==> src/rtl/id_ex_stage_pkg.sv <==
// Shared definitions for the ID/EX stage: ALU op codes, bubble control values
// and the operand-forwarding select encoding.
package id_ex_stage_pkg;

    // ALU operation codes, same encoding the ALU consumes
    typedef enum logic [5:0] {
        ADD_OP  = 6'h00,
        SUB_OP  = 6'h01,
        AND_OP  = 6'h02,
        OR_OP   = 6'h03,
        XOR_OP  = 6'h04,
        SLL_OP  = 6'h05,
        SRL_OP  = 6'h06,
        SRA_OP  = 6'h07,
        SLT_OP  = 6'h08,
        SLTU_OP = 6'h09
    } alu_op_e;

    // Control values of a bubble (a NOP that writes nothing and touches no memory)
    localparam logic    BUBBLE_VALID  = 1'b0;
    localparam logic    BUBBLE_WR_EN  = 1'b0;
    localparam logic    BUBBLE_MEM_RD = 1'b0;
    localparam logic    BUBBLE_MEM_WR = 1'b0;
    localparam alu_op_e BUBBLE_OP     = ADD_OP;

    // Where a forwarded operand comes from
    typedef enum logic [1:0] {
        FWD_REG = 2'd0,
        FWD_MEM = 2'd1,
        FWD_WB  = 2'd2
    } fwd_sel_e;

    // MEM holds the younger result, so it wins over WB
    function automatic fwd_sel_e fwd_select(input logic hit_mem, input logic hit_wb);
        if (hit_mem) begin
            return FWD_MEM;
        end else if (hit_wb) begin
            return FWD_WB;
        end
        return FWD_REG;
    endfunction

endpackage

==> src/rtl/id_ex_stage_fwd_mux.sv <==
// Operand forwarding for one source register: compares the source address
// against the MEM and WB destinations and picks the freshest value. x0 is never
// forwarded because its value is architecturally fixed at zero.
module fwd_mux
    import id_ex_stage_pkg::*;
#(
    parameter int XLEN    = 32,
    parameter int RADDR_W = 5
) (
    input  logic [RADDR_W-1:0] rs_addr,
    input  logic [XLEN-1:0]    rs_data,
    input  logic [RADDR_W-1:0] rd_addr_mem,
    input  logic               wr_en_mem,
    input  logic [XLEN-1:0]    res_mem,
    input  logic [RADDR_W-1:0] rd_addr_wb,
    input  logic               wr_en_wb,
    input  logic [XLEN-1:0]    res_wb,
    output logic [XLEN-1:0]    fwd_data
);

    logic     hit_mem;
    logic     hit_wb;
    fwd_sel_e sel;

    // Address compare against each producer stage, then 3:1 select
    always_comb begin
        hit_mem  = wr_en_mem && (rd_addr_mem != '0) && (rd_addr_mem == rs_addr);
        hit_wb   = wr_en_wb  && (rd_addr_wb  != '0) && (rd_addr_wb  == rs_addr);
        sel      = fwd_select(hit_mem, hit_wb);
        fwd_data = rs_data;
        case (sel)
            FWD_MEM: fwd_data = res_mem;
            FWD_WB:  fwd_data = res_wb;
            default: fwd_data = rs_data;
        endcase
    end

endmodule

==> src/rtl/id_ex_stage.sv <==
// ID/EX pipeline register with operand forwarding and load-use hazard detection.
// Latches decoded ID fields, drives the ALU operands/op code, stalls ID and
// inserts a bubble when an instruction needs the result of the load in EX.
module id_ex_stage
    import id_ex_stage_pkg::*;
#(
    parameter int XLEN    = 32,
    parameter int RADDR_W = 5,
    parameter int OP_W    = 6
) (
    input  logic               clk,
    input  logic               rst_n,
    input  logic               mem_stall_i,
    input  logic               flush_i,
    input  logic               valid_id_i,
    input  logic [XLEN-1:0]    pc_id_i,
    input  logic [RADDR_W-1:0] rs1_addr_id_i,
    input  logic [RADDR_W-1:0] rs2_addr_id_i,
    input  logic               rs1_used_id_i,
    input  logic               rs2_used_id_i,
    input  logic [XLEN-1:0]    rs1_data_id_i,
    input  logic [XLEN-1:0]    rs2_data_id_i,
    input  logic [XLEN-1:0]    imm_id_i,
    input  logic               use_imm_id_i,
    input  logic               use_pc_id_i,
    input  logic [OP_W-1:0]    op_alu_id_i,
    input  logic [RADDR_W-1:0] rd_addr_id_i,
    input  logic               wr_en_id_i,
    input  logic               mem_rd_id_i,
    input  logic               mem_wr_id_i,
    input  logic [RADDR_W-1:0] rd_addr_mem_i,
    input  logic               wr_en_mem_i,
    input  logic [XLEN-1:0]    res_mem_i,
    input  logic [RADDR_W-1:0] rd_addr_wb_i,
    input  logic               wr_en_wb_i,
    input  logic [XLEN-1:0]    res_wb_i,
    output logic               stall_id_o,
    output logic [XLEN-1:0]    opr_a_alu_o,
    output logic [XLEN-1:0]    opr_b_alu_o,
    output logic [OP_W-1:0]    op_alu_o,
    output logic [XLEN-1:0]    store_data_ex_o,
    output logic               valid_ex_o,
    output logic               wr_en_ex_o,
    output logic               mem_rd_ex_o,
    output logic               mem_wr_ex_o,
    output logic [XLEN-1:0]    pc_ex_o,
    output logic [RADDR_W-1:0] rd_addr_ex_o
);

    localparam logic [OP_W-1:0] BUBBLE_OP_W = OP_W'(BUBBLE_OP);

    logic [RADDR_W-1:0] rs1_addr_ex;
    logic [RADDR_W-1:0] rs2_addr_ex;
    logic [XLEN-1:0]    rs1_data_ex;
    logic [XLEN-1:0]    rs2_data_ex;
    logic [XLEN-1:0]    imm_ex;
    logic               use_imm_ex;
    logic               use_pc_ex;
    logic [XLEN-1:0]    fwd_rs1;
    logic [XLEN-1:0]    fwd_rs2;
    logic               load_use;
    logic               load_bubble;

    // Hazard detection: the ID instruction reads the register the EX load writes
    always_comb begin
        load_use = mem_rd_ex_o && valid_ex_o && (rd_addr_ex_o != '0) && valid_id_i &&
                   ((rs1_used_id_i && (rs1_addr_id_i == rd_addr_ex_o)) ||
                    (rs2_used_id_i && (rs2_addr_id_i == rd_addr_ex_o)));
        load_bubble = flush_i || load_use || !valid_id_i;
        // A flush kills the dependent instruction, so it must not be held back;
        // reset forces the stall low so IF/ID restarts together with this stage
        stall_id_o  = rst_n && (mem_stall_i || (load_use && !flush_i));
    end

    // Pipeline register: hold on memory stall, else bubble or capture ID
    always_ff @(posedge clk or negedge rst_n) begin
        if (!rst_n) begin
            valid_ex_o   <= BUBBLE_VALID;
            wr_en_ex_o   <= BUBBLE_WR_EN;
            mem_rd_ex_o  <= BUBBLE_MEM_RD;
            mem_wr_ex_o  <= BUBBLE_MEM_WR;
            op_alu_o     <= BUBBLE_OP_W;
            pc_ex_o      <= '0;
            rd_addr_ex_o <= '0;
            rs1_addr_ex  <= '0;
            rs2_addr_ex  <= '0;
            rs1_data_ex  <= '0;
            rs2_data_ex  <= '0;
            imm_ex       <= '0;
            use_imm_ex   <= 1'b0;
            use_pc_ex    <= 1'b0;
        end else if (mem_stall_i) begin
            valid_ex_o   <= valid_ex_o;
        end else if (load_bubble) begin
            valid_ex_o   <= BUBBLE_VALID;
            wr_en_ex_o   <= BUBBLE_WR_EN;
            mem_rd_ex_o  <= BUBBLE_MEM_RD;
            mem_wr_ex_o  <= BUBBLE_MEM_WR;
            op_alu_o     <= BUBBLE_OP_W;
            pc_ex_o      <= '0;
            rd_addr_ex_o <= '0;
            rs1_addr_ex  <= '0;
            rs2_addr_ex  <= '0;
            rs1_data_ex  <= '0;
            rs2_data_ex  <= '0;
            imm_ex       <= '0;
            use_imm_ex   <= 1'b0;
            use_pc_ex    <= 1'b0;
        end else begin
            valid_ex_o   <= 1'b1;
            wr_en_ex_o   <= wr_en_id_i;
            mem_rd_ex_o  <= mem_rd_id_i;
            mem_wr_ex_o  <= mem_wr_id_i;
            op_alu_o     <= op_alu_id_i;
            pc_ex_o      <= pc_id_i;
            rd_addr_ex_o <= rd_addr_id_i;
            rs1_addr_ex  <= rs1_addr_id_i;
            rs2_addr_ex  <= rs2_addr_id_i;
            rs1_data_ex  <= rs1_data_id_i;
            rs2_data_ex  <= rs2_data_id_i;
            imm_ex       <= imm_id_i;
            use_imm_ex   <= use_imm_id_i;
            use_pc_ex    <= use_pc_id_i;
        end
    end

    fwd_mux #(.XLEN(XLEN), .RADDR_W(RADDR_W)) u_fwd_rs1 (
        .rs_addr     (rs1_addr_ex),
        .rs_data     (rs1_data_ex),
        .rd_addr_mem (rd_addr_mem_i),
        .wr_en_mem   (wr_en_mem_i),
        .res_mem     (res_mem_i),
        .rd_addr_wb  (rd_addr_wb_i),
        .wr_en_wb    (wr_en_wb_i),
        .res_wb      (res_wb_i),
        .fwd_data    (fwd_rs1)
    );

    fwd_mux #(.XLEN(XLEN), .RADDR_W(RADDR_W)) u_fwd_rs2 (
        .rs_addr     (rs2_addr_ex),
        .rs_data     (rs2_data_ex),
        .rd_addr_mem (rd_addr_mem_i),
        .wr_en_mem   (wr_en_mem_i),
        .res_mem     (res_mem_i),
        .rd_addr_wb  (rd_addr_wb_i),
        .wr_en_wb    (wr_en_wb_i),
        .res_wb      (res_wb_i),
        .fwd_data    (fwd_rs2)
    );

    // ALU operand selection; stores always take the forwarded rs2
    always_comb begin
        opr_a_alu_o     = use_pc_ex  ? pc_ex_o : fwd_rs1;
        opr_b_alu_o     = use_imm_ex ? imm_ex  : fwd_rs2;
        store_data_ex_o = fwd_rs2;
    end

endmodule
==> config.mk <==
export PLATFORM = sky130hd
export DESIGN_NAME = id_ex_stage
export DESIGN_NICKNAME = d
export VERILOG_FILES = /design/src/rtl/id_ex_stage_pkg.sv /design/src/rtl/id_ex_stage_fwd_mux.sv /design/src/rtl/id_ex_stage.sv
export SDC_FILE = /design/constraint.sdc
export NUM_CORES = 1
export LEC_CHECK = 0
export ABC_AREA = 1
export BUFFER_PORTS_ARGS = -buffer_cell sky130_fd_sc_hd__buf_2
export CAP_MARGIN = 5
export CELL_PAD_IN_SITES_DETAIL_PLACEMENT = 0
export CELL_PAD_IN_SITES_GLOBAL_PLACEMENT = 1
export CORE_MARGIN = 2
export CORE_UTILIZATION = 37
export DETAILED_ROUTE_END_ITERATION = 7
export GPL_TIMING_DRIVEN = 0
export PLACE_DENSITY = 0.95
export SKIP_LAST_GASP = 1
export SLEW_MARGIN = 20
export SYNTH_ARGS = -nofsm -noshare
export SYNTH_HDL_FRONTEND = slang
export SYNTH_SLANG_ARGS = --single-unit
==> constraint.sdc <==
create_clock -name clk -period 4.7 [get_ports clk]
set_clock_uncertainty 0.05 [all_clocks]
set_input_delay 0.705 -clock clk [delete_from_list [all_inputs] [get_ports clk]]
set_output_delay 0.705 -clock clk [all_outputs]
set_load 0.02 [all_outputs]
; ---- Word-level counts from Yosys, hierarchy flattened
; Cells that the tools add are included.
[op_classes]
eq_ne = 10
mux = 28
reduce_logical = 23
[op_table]
columns = operator, n
row1 = $mux W32, 6
row2 = $pmux W32 S2, 2
row3 = $eq A5 B5 Y1, 6
row4 = $mux W5, 3
row5 = $reduce_bool A5 Y1, 3
row6 = $logic_and A1 B1 Y1, 14
row7 = $mux W2, 6
row8 = $mux W1, 10
row9 = $mux W6, 1
row10 = $eq A2 B1 Y1 const B, 2
row11 = $eq A2 B2 Y1 const B, 2
row12 = $logic_or A1 B1 Y1, 4
row13 = $logic_not A1 Y1, 2
[word_totals]
regBits = 155
input_bits = 237
out_inout_bits = 144
wordCells = 75

; ---- Longest topological paths before layout
; Gate-level depths: netlist (run 1).
[logic_depth]
depth_word = 9
depth_mapped = 12
mapped_depth_nobuf = 11

; ---- Hierarchy
; From an unflattened synthesis (run 1), not the netlist that was laid out.
[unflattened]
hier_cells = 1226
hier_area_um2 = 10067.2
[modules_own_cells]
columns = mod, n_inst, cells_each, area_per_inst_um2, seq_area_each_um2
row1 = id_ex_stage, 1, 808, 7284.5, 3878.7
row2 = fwd_mux, 2, 209, 1391.3, 0.0

; ---- Worst setup path after synthesis (run 1)
; No wires, ideal clock.
[synth_timing]
path_kind = input -> output
from = input rd_addr_mem_i[4]
to = output opr_b_alu_o[22]
arrival_ps = 1930
t_required_ps = 3945
slack_ps = 2015
path_stages = 8
path_buffers = 1
path_cell_list = xor2_1 > nor2_2 > nand3_4 > buf_4 > nand3_1 > nand3_1 > nand2_1 > nand2_1
[synth_between]
elab_chain_cells = 8
word_cells_on_any_way = 11
cone_classes = eq/ne: 3 / mux: 5 / reduce/logical: 3
[synth_lines]
columns = item, line_no
row1 = from (decl), id_ex_stage.sv:31  ; input logic [RADDR_W-1:0] rd_addr_mem_i,
row2 = $reduce_bool A5 Y1, id_ex_stage_fwd_mux.sv:27  ; hit_mem = wr_en_mem && (rd_addr_mem != '0) && (rd_addr_mem == rs_addr);
row3 = $logic_and A1 B1 Y1, id_ex_stage_fwd_mux.sv:27
row4 = $logic_and A1 B1 Y1 *, id_ex_stage_fwd_mux.sv:27
row5 = $mux W2 or $mux W1 (tied branches), id_ex_stage_pkg.sv:35  ; if (hit_mem) begin
row6 = $mux W2 *, id_ex_stage_pkg.sv:40  ; return FWD_REG;
row7 = $eq A2 B2 Y1 or $eq A2 B1 Y1 (tied branches), id_ex_stage_fwd_mux.sv:31  ; case (sel)
row8 = $pmux W32 S2 *, id_ex_stage_fwd_mux.sv:31
row9 = via store_data_ex_o[22], id_ex_stage.sv:41  ; output logic [XLEN-1:0] store_data_ex_o,
row10 = $mux W32 *, id_ex_stage.sv:154  ; opr_b_alu_o = use_imm_ex ? imm_ex : fwd_rs2;
row11 = to (decl), id_ex_stage.sv:39  ; output logic [XLEN-1:0] opr_b_alu_o,
; The timed path passes the listed nets; every way through them passes the cells marked *.

; ---- Worst setup path in the final report (run 1)
[layout_timing]
from = register rs1_addr_ex[3]
to = output opr_a_alu_o[21]
[layout_between]
elab_chain_cells = 8
word_cells_on_any_way = 12
cone_classes = eq/ne: 4 / mux: 6 / reduce/logical: 2
[layout_lines]
columns = item, line_no
row1 = from (decl), id_ex_stage.sv:52  ; logic [RADDR_W-1:0] rs1_addr_ex;
row2 = from (signal assigned), id_ex_stage.sv:117  ; rs1_addr_ex <= rs1_addr_id_i;
row3 = $eq A5 B5 Y1, id_ex_stage_fwd_mux.sv:28  ; hit_wb = wr_en_wb && (rd_addr_wb != '0) && (rd_addr_wb == rs_addr);
row4 = $logic_and A1 B1 Y1, id_ex_stage_fwd_mux.sv:28
row5 = $mux W1, id_ex_stage_pkg.sv:37  ; end else if (hit_wb) begin
row6 = $mux W1, id_ex_stage_pkg.sv:35
row7 = $mux W2 *, id_ex_stage_pkg.sv:40
row8 = $eq A2 B2 Y1 or $eq A2 B1 Y1 (tied branches), id_ex_stage_fwd_mux.sv:31
row9 = $pmux W32 S2 *, id_ex_stage_fwd_mux.sv:31
row10 = $mux W32 *, id_ex_stage.sv:153  ; opr_a_alu_o = use_pc_ex ? pc_ex_o : fwd_rs1;
row11 = to (decl), id_ex_stage.sv:38  ; output logic [XLEN-1:0] opr_a_alu_o,
; Every way passes the cells marked *; elsewhere a longest branch is shown, timed or not.

==> results of run 1 <==
==> cell type report <==
class / instances / area [um2] / share of cell area
multi-input cells: 997 / 4780 / 0.383
flip-flops and latches: 155 / 3880 / 0.311
repair buffers: 381 / 1940 / 0.155
plain buffers: 104 / 542 / 0.0434
clock buffers: 18 / 429 / 0.0344
well taps: 330 / 413 / 0.0331
inverters: 88 / 330 / 0.0265
clock inverters: 13 / 144 / 0.0115
diodes: 11 / 27.5 / 0.00220
==> metrics by stage <==
stage	setup TNS, ns	instance area, um2	utilization	worst slack [ns]	hold slack [ns]
2_1_floorplan	0	9540	-	2.02	0.359
3_3_place_gp	-0.0747	11900	0.469	-0.0747	0.408
3_5_place_dp	0	11900	0.471	1.30	0.412
4_1_cts	0	12500	0.493	1.24	0.190
5_1_grt	0	12500	0.495	1.12	0.204
6_report	0	12500	0.495	1.23	0.142
==> kinds of logic after synthesis <==
kind of cell           Yosys count  share of synthesized area
AO/OA/AOI/OAI                   15                    0.00813
XOR/XNOR                        21                     0.0193
buffers and inverters          192                     0.0915
flip-flops                     155                      0.407
AND/OR/NAND/NOR                961                      0.474
==> power breakdown <==
group	leakage [nW]	switching [mW]	internal, mW
Clock	0.269	0.608	0.784
Sequential	2.09	0.0562	1.41
Combinational	5.02	0.548	0.278
Total	7.38	1.21	2.47
==> flip-flops by register name (all words and copies together) (netlist names) <==
signal and count:
use_imm_ex 1, rd_addr_ex_o 5, wr_en_ex_o 1, valid_ex_o 1
mem_rd_ex_o 1, rs2_addr_ex 5, rs2_data_ex 32, pc_ex_o 32
op_alu_o 6, mem_wr_ex_o 1, rs1_data_ex 32, rs1_addr_ex 5
imm_ex 32, use_pc_ex 1
==> worst reg2reg max path, stage by stage, from the launching register on <==
cell and delay (ns):
dfrtp_1 0.45, nor3_1 0.27, nand3_1 0.10, nand4_1 0.08, inv_1 0.05, nand2_1 0.07
buf_2 0.39, buf_4 0.27, nand3_1 0.18, nand2_1 0.11
==> cell usage in the layout, fill, tap and decap left out, types with 2 or more instances in the layout <==
cell type / instances
buf_1: 11
buf_2: 413
buf_4: 17
buf_6: 6
bufinv_16: 2
clkbuf_1: 37
clkbuf_16: 17
clkinv_2: 2
clkinv_4: 2
clkinvlp_4: 4
dfrtp_1: 155
diode_2: 11
inv_1: 82
inv_2: 6
inv_6: 3
nand2_1: 484
nand2_2: 2
nand3_1: 345
nand3_2: 40
nand4_1: 35
nor2_1: 13
nor2_2: 2
nor2_4: 2
o21ai_0: 13
or2_2: 32
xnor2_1: 13
xor2_1: 8
==> per-layer routing <==
metal	vias to the layer above	track usage	wire length, um
met5	-	0	16
met4	2	0.109	1260
met3	76	0.0676	3350
met2	518	0.479	19500
met1	5153	0.392	16900
li1	5162	-	-
==> worst max-delay path by stage <==
stage / endpoint / cells past startpoint / start
floorplan: opr_b_alu_o[22] / 8 / rd_addr_mem_i[4]
global placement: stall_id_o / 3 / rst_n
detailed placement: opr_a_alu_o[21] / 10 / rd_addr_mem_i[3]
CTS: opr_a_alu_o[21] / 9 / rs1_addr_ex[3]
global route: opr_a_alu_o[21] / 9 / rs1_addr_ex[3]
finish: opr_a_alu_o[21] / 9 / rs1_addr_ex[3]
==> impl_metrics.toml, run 1 <==
[place]
place_congestion = 0.945
port_buffers = 380
dp.cells = 2055
place_hpwl_mm = 32.6

[clock_network]
clock_path_buffers = 2
clk_pin_slew_ns = 0.07
cts_setup_buffers = 0
htreeDepth = 4
post_cts_resized = 0
numCtsBuffers = 17
cts_tree = "yes"
cts_num_sinks = 155
clk_latency_ns = 0.44
ctsHoldBuffers = 0
root_buffer = "clkbuf_16"

[synth]
synth_area_mm2 = 0.00954
synth_cell_types = 28
synth.most_common_cell = "nand2_1"
synth_largest_area_cell = "dfrtp_1"
synthTopCellsByCount = "nand2_1, nand3_1, dfrtp_1"
synth_edf_count = 0
ys_ff_latch = 155
synth_fp_nets = 1581
syn_inst = 1344
synth_area_per_cell_um2 = 7.09
async_flop_share = 1.00
ys.flop_type = "dfrtp_1"
ys_seq_area_frac = 0.407
synthTopCellsByArea = "dfrtp_1, nand2_1, nand3_1"
ys_warn_count = 0
synth_top_area_share = 0.407

[setup_path]
r2r-start = "rd_addr_ex_o[2]"
start_kind = "register"
cp_max_fo = 10
path_cells = "xor2_1 > nor2_1 > nand2_2 > buf_2 > nand3_1 > nand3_1 > nand2_1 > inv_1 > buf_2"
max_stage_delay_ns = 0.50
end_kind = "primary output"
path_buf_inv = 3
crit_family = "simple AND/OR/NAND/NOR gates"
critical_path.slowest_cell = "nor2_1"
regToRegSetupSlack_ns = 2.60
cp.required_ns = 3.94
worstSetupPathType = "register to primary output"
worst_r2r_endpoint = "rs2_data_ex[31]"
arrival_ns = 2.71
reg2reg_depth = 9

[sta]
post-route-period-util = 0.737
drv_slew = 0
period_minus_slack_ns = 3.47
setup_violations = 0
rsz0062_at_grt = "no"
worst_pin_slew_ns = 0.987
timing.fmax_mhz = 289
final_hold_viol_count = 0
slew-limit-headroom = 0.342

[final_layout]
area_delta_synth_final_pct = 31.0
drive_above_1_share = 0.316
fillerInstances = 2623
fin_nets = 1981
stdcell_count = 2097

[detailed_routing]
wl_mm = 41.0
dr.first_iter.drc_count = 878
drt-wirelength-per-cell_um = 19.6
dr_total_vias = 10900
drtPass1Iterations = 6
ant_nets = 0
drc = 0
vias_per_cell = 5.20

[global_routing]
grt_overflow_total = 0
grt_max_degree = 85
grt_pass1_wl_mm = 59.8
grt_pass1_vias = 10300
antenna_found_initial = 12
grt_usage = 0.297

[run]
maxCapViolations = 0

[die]
initial_core_util = 0.378
dieWidth_um = 165
die_h_um = 165
io_pins = 381
num_rows = 58
fp.coreArea_mm2 = 0.0253
die_area_mm2 = 0.0271

[hold_path]
hp-class = "input pin to async pin"

[status]
status = "complete, no violations"

[power]
ir_drop_mv = 0.170
p_leak_nw = 7.38
power_mw = 3.68
power_density_mw_per_mm2 = 295
No activity file was read; power rests on OpenSTA's default activity.
==> inputs of run 2 (changes only) <==
--- a/config.mk
+++ b/config.mk
@@ -11,10 +11,10 @@
 export CELL_PAD_IN_SITES_DETAIL_PLACEMENT = 0
 export CELL_PAD_IN_SITES_GLOBAL_PLACEMENT = 1
 export CORE_MARGIN = 2
-export CORE_UTILIZATION = 37
+export CORE_UTILIZATION = 34
 export DETAILED_ROUTE_END_ITERATION = 7
 export GPL_TIMING_DRIVEN = 0
-export PLACE_DENSITY = 0.95
+export PLACE_DENSITY = 0.92
 export SKIP_LAST_GASP = 1
 export SLEW_MARGIN = 20
 export SYNTH_ARGS = -nofsm -noshare
==> constraint.sdc (replaced) <==
create_clock -name clk -period 3.32 [get_ports clk]
set_clock_uncertainty 0.05 [all_clocks]
set_input_delay 0.498 -clock clk [delete_from_list [all_inputs] [get_ports clk]]
set_output_delay 0.498 -clock clk [all_outputs]
set_load 0.02 [all_outputs]
==> impl_metrics.toml, run 2 (same netlist as run 1, synthesis figures left out) <==
[setup_path]
worst-path-stages = 9
crit_start = "rs1_addr_ex[3]"
critical_path.slowest_cell = "nor2_1"
end_kind = "primary output"
worstSetupPathType = "register to primary output"
crit_end = "opr_a_alu_o[22]"
r2r-start = "rd_addr_ex_o[2]"
regToRegSetupSlack_ns = 1.13
arrival_ns = 2.61
path_cells = "xor2_1 > nor2_1 > nand2_2 > buf_2 > nand3_1 > nand3_1 > nand2_1 > inv_1 > buf_2"
reg2reg_depth = 9
worst_r2r_endpoint = "valid_ex_o"
crit_family = "simple AND/OR/NAND/NOR gates"
max_stage_delay_ns = 0.45
cp.required_ns = 2.77
cp_max_fo = 10
path_buf_inv = 3
start_kind = "register"

[power]
p_switching_mw = 1.79
p_seq_frac = 0.394
comb_power_share = 0.225
intPower_mw = 3.47
ir_drop_mv = 0.238
switching_share = 0.340
p_leak_nw = 7.40
power_density_mw_per_mm2 = 417
clkPwrFrac = 0.381
power_mw = 5.26

[final_layout]
most-common-layout-cells = "nand2_1, buf_2, nand3_1, dfrtp_1, inv_1"
regArea_mm2 = 0.00388
layout_commonest_cell = "nand2_1"
area_delta_synth_final_pct = 32.2
stdcell_count = 2152
multiInputGateArea_mm2 = 0.00478
fillerInstances = 2916
final_util = 0.455
drive_above_1_share = 0.317
fin_nets = 1983
fin_area_mm2 = 0.0126

[sta]
timing.fmax_mhz = 317
drv_slew = 0
whs_ns = 0.228
rsz0062_at_grt = "no"
slew-limit-headroom = 0.355
setup_slack_ns = 0.163
tns_ns = 0
setup_violations = 0
worst_pin_slew_ns = 0.967
period_minus_slack_ns = 3.16
final_hold_viol_count = 0
post-route-period-util = 0.951

[run]
maxCapViolations = 0

[detailed_routing]
drtPass1Iterations = 5
ant_nets = 0
vias_per_cell = 5.06
drc = 0
dr.first_iter.drc_count = 915
drt-wirelength-per-cell_um = 19.5
wl_mm = 41.9
dr_total_vias = 10900

[clock_network]
cts_tree = "yes"
numCtsBuffers = 17
htreeDepth = 4
clk_latency_ns = 0.44
cts_setup_buffers = 0
clock_path_buffers = 2
root_buffer = "clkbuf_16"
clk_pin_slew_ns = 0.08
cts_num_sinks = 155

[die]
fp.coreArea_mm2 = 0.0277
io_pins = 381
die_h_um = 171
num_rows = 61
die_area_mm2 = 0.0294
initial_core_util = 0.344
dieWidth_um = 171

[status]
status = "complete, no violations"

[global_routing]
grt_pass1_wl_mm = 60.9
grt_max_degree = 61
grt_pass1_vias = 10200
antenna_found_initial = 20
grt_overflow_total = 0
grt_usage = 0.279

[place]
placed_area_mm2 = 0.0120
port_buffers = 380
place_hpwl_mm = 33.6
place_congestion = 0.916
dp.cells = 2104
pre_cts_ws_ns = 0.470

[hold_path]
hp-class = "input pin to register"
[run 2: changes by cell type in the layout (fill, tap and decap cells not counted), sizes merged]
cell,change
bufinv,-1
clkinv,-3
buf,+1
inv,+5
diode,+4
dlygate4sd3,+1
[run 2: power by group through the flow]
stage          logic [mW]  clock network (mW)  registers (mW)
6_report             1.18                2.00            2.07
2_1_floorplan       0.584                   0            2.12
4_1_cts              1.18                2.02            2.07
3_3_place_gp         1.16                   0            2.10
3_5_place_dp         1.17                   0            2.11
5_1_grt              1.29                2.11            2.08
[run 2: worst reg2reg max path, delay by kind of cell (launching register included)]
kind | cells | cell delay [ns]
flip-flops | 1 | 0.45
AND/OR/NAND/NOR | 6 | 0.94
buffers and inverters | 3 | 0.71
[run 2: how the worst min path moves through the flow]
stage               slack, ns         endpoint              start  cells after the start
floorplan                0.15        imm_ex[0]              rst_n                      0
global placement         0.41  rs2_data_ex[10]    rs2_data_ex[10]                      2
detailed placement       0.36   rs1_addr_ex[0]              rst_n                      1
CTS                      0.22      op_alu_o[0]     op_alu_id_i[0]                      3
global route             0.22  rs1_data_ex[20]  rs1_data_id_i[20]                      3
finish                   0.23        imm_ex[2]        imm_id_i[2]                      3
[run 2: cell type report]
cell class / instances / area share
plain buffers: 104 / 0.0430
diodes: 15 / 0.00298
repair buffers: 383 / 0.157
multi-input cells: 997 / 0.379
well taps: 378 / 0.0375
clock buffers: 18 / 0.0348
inverters: 88 / 0.0262
clock inverters: 14 / 0.0116
flip-flops and latches: 155 / 0.308
[run 2: repair_timing]
action                                 in CTS  in global routing
hold buffers                                1                  0
resized for setup                           0                  0
endpoints found under the hold margin      41                  0
[run 2: metal layers]
layer	global-route usage	wire length, um	vias to the layer above
met5	0	35	-
met4	0.130	1560	6
met3	0.0513	3200	91
met2	0.448	19700	545
met1	0.365	17400	5054
li1	-	-	5191
